===== src/rtl/frac_div_ctrl.sv =====
// Fractional-N divide controller: drives a downstream saturating down-counter
// and dithers the period between N and N+1 with a first-order accumulator.
module frac_div_ctrl #(
  parameter int NUM_CNTR_BITS = 5,
  parameter int NUM_FRAC_BITS = 8
) (
  input  logic                     clock,
  input  logic                     reset,
  input  logic                     enable,
  input  logic [NUM_CNTR_BITS:0]   divInt,
  input  logic [NUM_FRAC_BITS-1:0] divFrac,
  input  logic                     zeroed,
  output logic                     load,
  output logic [NUM_CNTR_BITS-1:0] cntrInput,
  output logic                     divPulse,
  output logic                     timeout
);

  localparam int NW = NUM_CNTR_BITS + 2;
  localparam logic [NW-1:0] MIN_N     = NW'(3);
  localparam logic [NW-1:0] CNTR_MAX  = NW'((1 << NUM_CNTR_BITS) - 1);
  // Last WAIT value before the watchdog forces a load (2^NUM_CNTR_BITS+2 WAIT cycles).
  localparam logic [NW-1:0] WDOG_LAST = NW'((1 << NUM_CNTR_BITS) + 1);

  typedef enum logic [1:0] {S_IDLE, S_LOAD, S_WAIT} state_t;

  function automatic logic [NW-1:0] clamp_n(input logic [NUM_CNTR_BITS:0] n_int,
                                            input logic carry);
    logic [NW-1:0] n;
    n = (NW'(n_int) < MIN_N) ? MIN_N : NW'(n_int);
    return n + {{(NW-1){1'b0}}, carry};
  endfunction

  function automatic logic [NUM_CNTR_BITS-1:0] sat_cntr(input logic [NW-1:0] n);
    logic [NW-1:0] c;
    c = n - NW'(2);
    if (c > CNTR_MAX) return '1;
    return c[NUM_CNTR_BITS-1:0];
  endfunction

  state_t                   r_state;
  state_t                   w_state_nxt;
  logic [NUM_FRAC_BITS-1:0] r_acc;
  logic [NW-1:0]            r_wdog;
  logic                     r_load;
  logic                     r_div_pulse;
  logic                     r_timeout;
  logic [NUM_CNTR_BITS-1:0] r_cntr;

  logic [NUM_FRAC_BITS:0]   w_sum;
  logic                     w_carry;
  logic                     w_wdog_exp;
  logic                     w_enter_load;
  logic                     w_forced;
  logic                     w_load_nxt;
  logic                     w_pulse_nxt;
  logic                     w_timeout_nxt;
  logic [NUM_CNTR_BITS-1:0] w_cntr_nxt;
  logic [NUM_FRAC_BITS-1:0] w_acc_nxt;
  logic [NW-1:0]            w_wdog_nxt;

  assign w_sum      = {1'b0, r_acc} + {1'b0, divFrac};
  assign w_carry    = w_sum[NUM_FRAC_BITS];
  assign w_wdog_exp = (r_state == S_WAIT) && (r_wdog == WDOG_LAST);

  always_ff @(posedge clock) begin
    if (reset) r_state <= S_IDLE;
    else       r_state <= w_state_nxt;
  end

  // enable has priority over zeroed, which has priority over the watchdog
  always_comb begin
    w_state_nxt = r_state;
    case (r_state)
      S_IDLE: if (enable) w_state_nxt = S_LOAD;
      S_LOAD: w_state_nxt = S_WAIT;
      S_WAIT: begin
        if (!enable)         w_state_nxt = S_IDLE;
        else if (zeroed)     w_state_nxt = S_LOAD;
        else if (w_wdog_exp) w_state_nxt = S_LOAD;
      end
      default: w_state_nxt = S_IDLE;
    endcase
  end

  always_comb begin
    w_enter_load  = (w_state_nxt == S_LOAD);
    w_forced      = (r_state == S_WAIT) && enable && !zeroed && w_wdog_exp;
    w_load_nxt    = w_enter_load;
    w_pulse_nxt   = w_enter_load;
    w_timeout_nxt = r_timeout | w_forced;
    w_cntr_nxt    = w_enter_load ? sat_cntr(clamp_n(divInt, w_carry)) : r_cntr;
    w_acc_nxt     = w_enter_load ? w_sum[NUM_FRAC_BITS-1:0] : r_acc;
    w_wdog_nxt    = (r_state == S_WAIT) ? r_wdog + NW'(1) : '0;
  end

  always_ff @(posedge clock) begin
    if (reset) begin
      r_load      <= 1'b0;
      r_div_pulse <= 1'b0;
      r_timeout   <= 1'b0;
      r_cntr      <= '0;
      r_acc       <= '0;
      r_wdog      <= '0;
    end else begin
      r_load      <= w_load_nxt;
      r_div_pulse <= w_pulse_nxt;
      r_timeout   <= w_timeout_nxt;
      r_cntr      <= w_cntr_nxt;
      r_acc       <= w_acc_nxt;
      r_wdog      <= w_wdog_nxt;
    end
  end

  assign load      = r_load;
  assign divPulse  = r_div_pulse;
  assign timeout   = r_timeout;
  assign cntrInput = r_cntr;

endmodule

===== config.mk =====
export PLATFORM = sky130hd
export DESIGN_NAME = frac_div_ctrl
export DESIGN_NICKNAME = d
export VERILOG_FILES = /design/src/rtl/frac_div_ctrl.sv
export SDC_FILE = /design/constraint.sdc
export NUM_CORES = 1
export LEC_CHECK = 0
export BUFFER_PORTS_ARGS = -buffer_cell sky130_fd_sc_hd__buf_2
export CAP_MARGIN = 20
export CORE_MARGIN = 2
export CORE_UTILIZATION = 50
export CTS_BUF_LIST = sky130_fd_sc_hd__clkbuf_8
export CTS_CLUSTER_DIAMETER = 120
export DETAILED_ROUTE_END_ITERATION = 10
export PLACE_DENSITY = 0.85
export SETUP_SLACK_MARGIN = 0.15
export SYNTH_ARGS = -nofsm -noshare
export SYNTH_HDL_FRONTEND = slang
export SYNTH_SLANG_ARGS = --single-unit
export TNS_END_PERCENT = 5

===== constraint.sdc =====
create_clock -name clock -period 3 [get_ports clock]
set_input_delay 0.3 -clock clock [delete_from_list [all_inputs] [get_ports clock]]
set_output_delay 0.3 -clock clock [all_outputs]
set_load 0.005 [all_outputs]

==> results.md <==
* Worst-Margin Slew at 469 ps
* Routed via count at 1298
* Final Hold Violating Endpoints at 0
* Clk_lat worst skew at 270 ps
* N_diodes at 0
* Clk slew on worst S/H paths at 80 ps
* Routability cong. at 0.797
* Syn_area_per_cell at 9.01 um^2
* Critical Path Start: r_acc[0]$_SDFFE_PP0P_
* Nets at 221
* Largest family of logic cells by synthesized area: simple AND/OR/NAND/NOR gates
* Hpwl dp at 2250 um
* IO Pins at 26
* Fin util at 0.628
* Final wirelength at 3400 um
* Initial core utilization at 0.513
* Main flop type after synthesis: dfxtp_1
* Gr ovfl total at 0
* Post-synthesis mux area share at 0.00726
* Cell area after synthesis at 1380 um^2
* Mapped Cells at 153
* Complex-gate fraction of the synthesized area at 0.191
* Die Ht at 56.5 um
* FF/Latch Area at 482 um^2
* Period utilization at 0.948
* CP Capture Type: flop
* Worst flop-to-flop path startpoint: r_acc[0]$_SDFFE_PP0P_
* Max-slew violations at 0
* Sequential fraction of the synthesis area at 0.348
* Clk buf depth at 2
* CTS tree: yes
* Die width at 56.5 um
* Commonest non-fill, non-tap cells in the layout: 26 x nor2_1, 25 x buf_2, 23 x dfxtp_1, 13 x nand2_1, 12 x buf_4
* Adder-Cell Fraction of Synth Area at 0.123
* Worst hold-check path type: in2reg
* Crit path max fanout at 3
* Flop and latch count out of synthesis at 24
* Hold_sp: reset
* Commonest non-fill, non-tap cell in the layout: nor2_1
* Final instance area at 1690 um^2
* DR pass1 iterations at 4
* Port bufs at 25
* Layout area overhead at 22.3%
* All-Layer GR Usage at 0.214
* CP arrival at 3040 ps
* Routed Antenna Nets at 0
* Final setup skew at 1.18 ps
* H-tree levels at 1
* Clock buffer count from CTS at 3
* Critical path class: reg2reg
* Vias/cell at 5.90
* Die area at 3190 um^2
* Worst EP required at 3190 ps
* Fillers at 219
* Setup slack, reg-to-reg at 160 ps
* Setup-failing EPs final at 0
* First-pass GRT wire length at 5310 um
* Simple-gate portion of the synthesized area at 0.214
* EDFF count, synth at 0
* Worst vdd ir at 300 uV
* Synth Net Count at 184
* Number of global-route vias before repair at 1182
* Pwr/cell area at 471 nW/um^2
* Row count at 19
* Std-Cell Core Area at 2690 um^2
* Status: finished clean
* Fin crit period at 2840 ps
* Multi-input logic area at 866 um^2
* Unique cell type count in the Yosys netlist at 45
* Async SR Flop Fraction at 0
* Startpoint types: flop
* Fmax at 352 MHz
* Leak at 0.000750 uW
* Antenna violations before repair at 0
* Area post-placement at 1520 um^2
* Warnings from Yosys at 0
* Worst slew margin at 0.685
* Clk sinks at 24
* Starting DRT DRC Count at 82
* Xor/xnor cell area share of the yosys netlist at 0.0635
* Max_cap viols at 0
* Root Driver: clkbuf_8
* WL per Instance at 15.4 um
* DRC violations left at 0
* Unrepaired setup endpoints after global routing: true
* Layout cells sized above 1 at 0.302
* Pin count of the biggest net entering global routing at 19
## cell type report
type,instances,share of cell area
clock buffer,4,0.0326
inverter,8,0.0178
multi-input combinational,116,0.513
sequential,24,0.286
tap,31,0.0230
timing repair buffer,37,0.128
## sequential cells by signal, summed over array words and instances, names as in the netlist
register	flops
r_acc	8
r_wdog	7
cntrInput	5
r_state	2
divPulse	1
timeout	1
## critical path, cell delays in order (launching register included)
cell and delay (ps):
dfxtp_2 340, ha_4 160, fa_2 340, a211o_1 260, o211ai_1 140, a21oi_2 120
buf_4 150, buf_4 120, buf_4 130, buf_4 130, buf_4 120, buf_4 120
buf_4 120, buf_4 130, buf_4 120, buf_4 130, o221ai_4 130
## stage by stage
step / setup WS (ps) / power [uW] / setup TNS, ps / cells / hold slack (ps)
final: 155 / 794 / 0 / 220 / 396
after global routing: 61.4 / 833 / 0 / 220 / 403
after CTS: 209 / 778 / 0 / 220 / 399
after detailed placement: -63.0 / 534 / -274 / 206 / 457
after global placement: 26.0 / 522 / 0 / 206 / 442
after floorplan: 151 / 486 / 0 / 153 / 373
## Yosys cell counts (2+ instances only)
master,n,area share
a211o_1,2,0.013
a211oi_1,7,0.038
a21o_1,3,0.016
a21oi_1,6,0.022
clkbuf_1,2,0.0054
dfxtp_1,24,0.35
ha_1,12,0.11
inv_1,8,0.022
nand2_1,13,0.035
nand3_1,4,0.015
nor2_1,26,0.071
o211ai_1,2,0.011
o21ai_0,2,0.0073
o22ai_1,2,0.0091
or2_2,2,0.0091
xnor2_1,6,0.038
xor2_1,4,0.025
## routing by layer
| metal | track usage | wire, um |
|---|---|---|
| met3 | 0.0438 | 207 |
| met2 | 0.374 | 1790 |
| met4 | 0.0884 | 87 |
| met1 | 0.253 | 1320 |
| met5 | 0 | 0 |
## worst paths after layout
kind | to | depth (start not counted)
worst min-delay path | timeout$_SDFF_PP0_ | 2
worst max-delay path | r_acc[6]$_SDFFE_PP0P_ | 16
worst min register to register | r_acc[0]$_SDFFE_PP0P_ | 2
worst max register to register | r_acc[6]$_SDFFE_PP0P_ | 16
## cell families after synthesis
| group | Yosys count |
|---|---|
| buffers and inverters | 13 |
| AOI/OAI and AO/OA | 35 |
| adders and majority gates | 13 |
| xor gates and xnor gates | 10 |
| muxes | 1 |
| DFF | 24 |
| and+or+nand+nor | 57 |
## report_power, final
part / switching, uW / total [uW] / internal (uW)
Sequential: 14.6 / 355 / 340
Clock: 104 / 222 / 117
Combinational: 111 / 218 / 107
## what timing repair did
| action | in CTS | in global routing |
|---|---|---|
| cloned | 0 | 0 |
| setup endpoints to repair | 5 | 4 |
| resized for setup | 4 | 2 |
| setup buffers | 10 | 0 |
| pin swaps | 5 | 1 |
| hold buffers | 0 | 0 |
Power figures use the tool's default switching activity.
